===== src/rtl/mult_share_arb.sv =====
// Round-robin scheduler sharing one pipelined multiplier among NREQ requesters.
// Optional per-requester grant counters are built when MULT_ARB_STATS_EN is defined.
module mult_share_arb #(
  parameter int W    = 35,
  parameter int NREQ = 4,
  parameter int LAT  = 4,
  parameter int CW   = 3
) (
  input  logic                CLK,
  input  logic                RST,
  input  logic [NREQ-1:0]     REQ_VALID,
  input  logic [NREQ*W-1:0]   REQ_A,
  input  logic [NREQ*W-1:0]   REQ_B,
  output logic [NREQ-1:0]     REQ_READY,
  output logic [W-1:0]        MUL_A,
  output logic [W-1:0]        MUL_B,
  input  logic [2*W-1:0]      MUL_P,
  output logic [NREQ-1:0]     RSP_VALID,
  output logic [2*W-1:0]      RSP_PROD,
  output logic [CW-1:0]       IN_FLIGHT,
  output logic                BUSY
`ifdef MULT_ARB_STATS_EN
  ,
  input  logic                STATS_CLR,
  output logic [NREQ*16-1:0]  GRANT_CNT
`endif
);

  localparam int IW = (NREQ > 1) ? $clog2(NREQ) : 1;

  logic [IW-1:0]          rr_ptr;
  logic [IW-1:0]          grant_idx;
  logic [NREQ-1:0]        grant_oh;
  logic [W-1:0]           sel_a;
  logic [W-1:0]           sel_b;
  logic                   accept;
  logic                   rsp_load;
  logic [LAT:0]           tag_vld;
  logic [LAT:0][IW-1:0]   tag_id;

  // Rotating priority search starting at rr_ptr; the mux picks the winner's operands.
  always_comb begin
    logic [IW:0] pos;
    logic        found;
    // NOTE: every variable gets a default before any conditional assignment so no latch is inferred.
    grant_oh  = '0;
    grant_idx = '0;
    sel_a     = '0;
    sel_b     = '0;
    found     = 1'b0;
    pos       = '0;
    for (int k = 0; k < NREQ; k++) begin
      pos = {1'b0, rr_ptr} + (IW+1)'(k);
      if (pos >= (IW+1)'(NREQ)) pos = pos - (IW+1)'(NREQ);
      if (!found && REQ_VALID[pos[IW-1:0]]) begin
        found                  = 1'b1;
        grant_idx              = pos[IW-1:0];
        grant_oh[pos[IW-1:0]]  = 1'b1;
      end
    end
    if (RST) grant_oh = '0;
    for (int i = 0; i < NREQ; i++) begin
      if (grant_oh[i]) begin
        sel_a = REQ_A[i*W +: W];
        sel_b = REQ_B[i*W +: W];
      end
    end
  end

  assign REQ_READY = grant_oh;
  assign accept    = |grant_oh;
  assign rsp_load  = tag_vld[LAT];
  assign BUSY      = |IN_FLIGHT;

  // NOTE: sequential state uses non-blocking assignments so every flop samples pre-edge values.
  always_ff @(posedge CLK or posedge RST) begin
    if (RST) begin
      rr_ptr    <= '0;
      MUL_A     <= '0;
      MUL_B     <= '0;
      tag_vld   <= '0;
      tag_id    <= '0;
      RSP_VALID <= '0;
      RSP_PROD  <= '0;
      IN_FLIGHT <= '0;
    end else begin
      if (accept) begin
        MUL_A  <= sel_a;
        MUL_B  <= sel_b;
        rr_ptr <= (grant_idx == IW'(NREQ-1)) ? '0 : grant_idx + 1'b1;
      end
      // The tag shifts alongside the multiplier so stage LAT lines up with MUL_P.
      tag_vld <= {tag_vld[LAT-1:0], accept};
      tag_id  <= {tag_id[LAT-1:0], grant_idx};
      if (rsp_load) begin
        RSP_VALID <= NREQ'(1) << tag_id[LAT];
        RSP_PROD  <= MUL_P;
      end else begin
        RSP_VALID <= '0;
      end
      case ({accept, rsp_load})
        2'b10:   IN_FLIGHT <= IN_FLIGHT + 1'b1;
        2'b01:   IN_FLIGHT <= IN_FLIGHT - 1'b1;
        default: IN_FLIGHT <= IN_FLIGHT;
      endcase
    end
  end

`ifdef MULT_ARB_STATS_EN
  // Clear wins over increment; counters stick at all-ones.
  always_ff @(posedge CLK or posedge RST) begin
    if (RST) begin
      GRANT_CNT <= '0;
    end else if (STATS_CLR) begin
      GRANT_CNT <= '0;
    end else begin
      for (int i = 0; i < NREQ; i++) begin
        if (grant_oh[i] && (GRANT_CNT[i*16 +: 16] != 16'hFFFF))
          GRANT_CNT[i*16 +: 16] <= GRANT_CNT[i*16 +: 16] + 16'd1;
      end
    end
  end
`endif

endmodule


===== config.mk =====
export PLATFORM = sky130hd
export DESIGN_NAME = mult_share_arb
export DESIGN_NICKNAME = d
export VERILOG_FILES = /design/src/rtl/mult_share_arb.sv
export SDC_FILE = /design/constraint.sdc
export NUM_CORES = 1
export LEC_CHECK = 0
export CORE_ASPECT_RATIO = 1.75
export CORE_MARGIN = 5
export CORE_UTILIZATION = 23
export DETAILED_ROUTE_END_ITERATION = 8
export SLEW_MARGIN = 20
export SYNTH_ARGS = -nofsm -noshare
export SYNTH_HDL_FRONTEND = slang
export SYNTH_SLANG_ARGS = --single-unit

===== constraint.sdc =====
create_clock -name CLK -period 8.1 [get_ports CLK]
set_input_delay 1.62 -clock CLK [delete_from_list [all_inputs] [get_ports CLK]]
set_output_delay 1.62 -clock CLK [all_outputs]
set_load 0.005 [all_outputs]

# Word level (Yosys, flattened, before mapping)
# Cells that the tools add are included.
[word_totals]
rom_bits = 0
ff_bits = 164
latchBits = 0
mem_count = 0
output_inout_bits = 152
wordCells = 97
in_bits = 356
mem_bits_rw = 0
[classes]
n_bitwise = 3
n_mul = 0
eq_ne = 3
n_div = 0
n_lt_le_gt_ge = 12
shift = 1
muxes = 43
n_reduce_logical = 13
add_sub_neg = 10
[op_table]
columns = ["op", "count"]
rows = [
  ["35-bit 2-to-1 mux", 8],
  ["4-bit 2-to-1 mux", 6],
  ["2-bit 2-to-1 mux", 9],
  ["2-bit by 3-bit less-than comparator with 1-bit output (second input constant)", 4],
  ["4-bit bitwise OR", 3],
  ["1-bit 2-to-1 mux", 11],
  ["3-bit greater-or-equal comparator (second input constant)", 3],
  ["1-bit binary-select mux with 2-bit select", 4],
  ["1-bit demux with 2-bit select", 4],
  ["2-bit by 1-bit greater-or-equal comparator with 1-bit output (second input constant)", 4],
  ["2-bit by 1-bit subtractor with 2-bit output (second input constant)", 4],
  ["1-bit logical AND", 7],
  ["2-bit by 2-bit adder with 3-bit output (second input constant)", 2],
  ["3-bit one-hot mux with 2 select lines", 1],
  ["2-bit == test (second input constant)", 2],
  ["4-bit OR reduction", 1],
  ["1-bit by 2-bit << shifter with 4-bit output (first input constant)", 1],
  ["2-bit by 1-bit adder with 3-bit output (second input constant)", 1],
  ["3-bit by 1-bit adder with 3-bit output (second input constant)", 1],
  ["2-bit by 3-bit greater-or-equal comparator with 1-bit output (second input constant)", 1],
  ["1-bit logical NOT", 3],
  ["3-bit OR reduction", 1],
  ["3-bit by 1-bit subtractor with 3-bit output (second input constant)", 1],
  ["2-bit by 1-bit adder with 2-bit output (second input constant)", 1],
  ["other kinds (2)", 2],
]

# Longest topological paths before layout
[logic_depth]
ltp_word = 19
ltp_mapped = 15

# Least setup slack after synthesis
# OpenSTA, ideal clock, no wires.
[synth_timing]
kind = "input to output"
from = "input RST"
to = "output REQ_READY[3]"
path_buffers = 3
arrival_time_ns = 6.096
stages = 5
slack_ns = 0.384
path_cell_list = "clkbuf_1 inv_1 o21a_1 clkbuf_1 clkbuf_1"
[synth_via]
elab_chain_len = 1
[synth_rtl]
columns = ["element", "line_no", "rtl"]
rows = [
  ["from (decl)", "10", "input logic RST,"],
  ["4-bit 2-to-1 mux", "61", "if (RST) grant_oh = '0;"],
  ["to (decl)", "14", "output logic [NREQ-1:0] REQ_READY,"],
]
# No other way between the ends.

# Worst setup path after layout
[layout_timing]
from = "input REQ_VALID[2]"
to = "output REQ_READY[1]"
[layout_via]
elab_chain_len = 13
[layout_rtl]
columns = ["element", "line_no", "rtl"]
rows = [
  ["from (decl)", "11", "input logic [NREQ-1:0] REQ_VALID,"],
  ["1-bit binary-select mux with 2-bit select", "55", "if (!found && REQ_VALID[pos[IW-1:0]]) begin"],
  ["1-bit 2-to-1 mux (not written as such)", "55", ""],
  ["1-bit 2-to-1 mux", "55", ""],
  ["1-bit logical NOT", "55", ""],
  ["1-bit logical AND", "55", ""],
  ["1-bit 2-to-1 mux", "55", ""],
  ["1-bit logical NOT", "55", ""],
  ["1-bit logical AND", "55", ""],
  ["1-bit 2-to-1 mux", "55", ""],
  ["1-bit logical NOT", "55", ""],
  ["1-bit logical AND", "55", ""],
  ["4-bit 2-to-1 mux (*)", "55", ""],
  ["4-bit 2-to-1 mux (*)", "61", ""],
]
# Every way passes the cells marked *; elsewhere a longest branch is shown, timed or not. The select of a mux whose other input is x is not followed.

==> impl_metrics.json <==
{
  "power_switching_share_pct": 38.9,
  "syn_area_um2": 8790,
  "r2r-end": "MUL_B[10]$_DFFE_PP0P_",
  "drt-pass1-iter-count": 4,
  "wirelength_um": 35400,
  "cpMaxStageDelayCell": "mux4_2",
  "hold_viol": 0,
  "syn_nets": 1037,
  "regArea_um2": 4110,
  "combPwrFrac_pct": 57.6,
  "nNetsFinal": 1512,
  "die_area_um2": 42400,
  "cts_setup_buffers": 0,
  "r2r_slack_ps": 3330,
  "power.switching_uw": 2070,
  "area_growth_pct": 68.6,
  "grt_pass1_vias": 8050,
  "period_share_pct": 76.5,
  "synth.avg_cell_area_um2": 13.1,
  "fmax_mhz": 161,
  "core_area_um2": 37800,
  "synth.most_common_cell": "dfrtp_1",
  "grt_setup_unrepaired": "false",
  "grt_first_pass_wirelength_um": 49600,
  "skew_ps": 23.0,
  "root_buffer": "clkbuf_16",
  "yosysWarnings": 0,
  "numClockSinks": 164,
  "pwr-share-clk_pct": 14.9,
  "clk_latency_ps": 440,
  "cts_max_path_buffers": 2,
  "status": "completed",
  "layout-drive-gt1-share_pct": 23.1,
  "cts-buffers-inserted": 17,
  "critPathMaxFanout": 22,
  "ys.flop_type": "dfrtp_1",
  "tritoncts": "built",
  "hold_depth": 0,
  "hold_class": "register to register",
  "grt_antenna_before_repair": 2,
  "drtIter0Drc": 249,
  "slew_violations": 0,
  "async_flop_share_pct": 100,
  "setup_viol": 0,
  "ir_drop_mv": 0.143,
  "synth_top_cell_by_area": "dfrtp_1",
  "fp-row-count": 94,
  "yosysSeqAreaShare_pct": 46.7,
  "cpMostUsedCell": "clkdlybuf4s50_1",
  "clk_pin_slew_worst_paths_ps": 60,
  "r2r_cells": 9,
  "final_util_pct": 39.2,
  "netlist_instances": 672,
  "htree_levels": 4,
  "avgViaCountPerCell": 4.55,
  "ant_nets": 0,
  "power_density_nw_per_um2": 360,
  "hold_start": "tag_id[4]$_DFF_PP0_",
  "routabilityCongestion": 0.835,
  "end_kind": "primary output",
  "wl_per_cell_um": 21.6,
  "yosys.area.top_type_share_pct": 46.7,
  "cts_hold_buf": 0,
  "slew_headroom_pct": 34.5,
  "cp_slowest_stage_delay_ps": 620,
  "nFillCells": 3683,
  "die_width_um": 158,
  "multiInputGateArea_um2": 4050,
  "maxCapViolCount": 0,
  "crit_type": "input pin to primary output",
  "crit_arrival_ps": 4580,
  "ioPinCount": 508,
  "overflow": 0,
  "fp.dieH_um": 269,
  "synth-seq-cells": 164,
  "crit_chain": "clkdlybuf4s50_1 -> mux4_2 -> nand3b_1 -> a22oi_1 -> o21a_4 -> clkdlybuf4s50_1",
  "critPathLaunchType": "input pin",
  "worst-slew-pin-transition_ps": 983,
  "drc": 0,
  "grt_max_degree": 98,
  "period_needed_ps": 6200,
  "cp.required_ps": 6480,
  "cts_resized": 0,
  "hold_path_end": "tag_id[6]$_DFF_PP0_",
  "intPower_uw": 3250,
  "ys_top_cells_by_area": "dfrtp_1, o221ai_2, a22oi_2",
  "dp_hpwl_um": 27800,
  "synth-edff-count": 0,
  "vias": 7474,
  "power_leakage_uw": 0.00557,
  "start_util_pct": 23.3,
  "track_usage_pct": 15.8,
  "synth_common_cells": "dfrtp_1, inv_1, a22oi_1",
  "io_buffers": 507,
  "p_seq_share_pct": 27.5,
  "fin_setup_tns_ps": 0,
  "synth.distinct_cells": 48
}
## routing by layer
layer / vias up / track usage [%] / routed length (um)
li1: 3522 / - / -
met1: 3582 / 16.3 / 12100
met2: 338 / 30.4 / 19800
met3: 30 / 4.19 / 2870
met4: 2 / 5.17 / 654
met5: - / 0 / 20
## through the flow
stage          hold WS, ps  power [uW]  std cells  worst slack, ps  area (um^2)
2_1_floorplan          331        3180        672              384         8790
3_3_place_gp           331        4560       1607             1990        14200
3_5_place_dp           335        4620       1607             1900        14200
4_1_cts                350        5440       1639             1910        14800
5_1_grt                350        5680       1641             1830        14800
6_report               347        5330       1642             1900        14800
## critical path, delay by kind of cell
kind                   cells  cell delay [ps]
AO/OA/AOI/OAI              2              920
buffers and inverters      2             1170
multiplexers               1              620
AND/OR/NAND/NOR            1              220
## layout make-up
class	count	area share (%)
Antenna cell	2	0.0338
Clock buffer	18	2.90
Clock inverter	14	0.921
Inverter	80	2.08
Multi-Input combinational cell	367	27.4
Sequential cell	164	27.7
Tap cell	480	4.06
Timing Repair Buffer	517	34.9
## sequential cells by signal (all words and copies together) (netlist names), named ones only
register   cells
RSP_PROD      70
MUL_A         35
MUL_B         35
tag_id        10
tag_vld        5
RSP_VALID      4
IN_FLIGHT      3
rr_ptr         1
## cell usage in the layout, fill, tap and decap left out, types with 8 or more instances in the layout
cell type        count
o221ai_2            70
a22oi_2             70
inv_1               78
a21oi_1              8
ha_1                 8
mux2_2              71
clkdlybuf4s50_1    507
buf_4                8
a22oi_1             72
clkbuf_16           17
dfrtp_1            163
## how the worst max path moves through the flow
stage / startpoint / endpoint / slack [ps] / cells past startpoint
2_1_floorplan: RST / REQ_READY[3] / 380 / 5
3_3_place_gp: REQ_VALID[3] / REQ_READY[1] / 1990 / 6
3_5_place_dp: REQ_VALID[0] / REQ_READY[1] / 1900 / 6
4_1_cts: REQ_VALID[2] / REQ_READY[1] / 1910 / 6
5_1_grt: REQ_VALID[0] / REQ_READY[1] / 1830 / 6
6_report: REQ_VALID[2] / REQ_READY[1] / 1900 / 6
## power groups by stage
stage	Combinational [uW]	Clock, uW	Sequential [uW]
2_1_floorplan	1720	0	1460
3_3_place_gp	3090	0	1460
3_5_place_dp	3140	0	1480
4_1_cts	3140	831	1470
5_1_grt	3310	855	1510
6_report	3070	793	1460
## cells by family after synthesis
family / count (synthesis) / share of synthesized area, %
buffers and inverters: 141 / 7.52
XOR/XNOR: 4 / 0.399
multiplexers: 78 / 10.3
AND/OR/NAND/NOR: 27 / 2.05
adder cells (fa/ha/maj): 9 / 1.37
AO/OA/AOI/OAI: 249 / 31.6
flip-flops: 164 / 46.7
(Power assumes the default switching activity.)
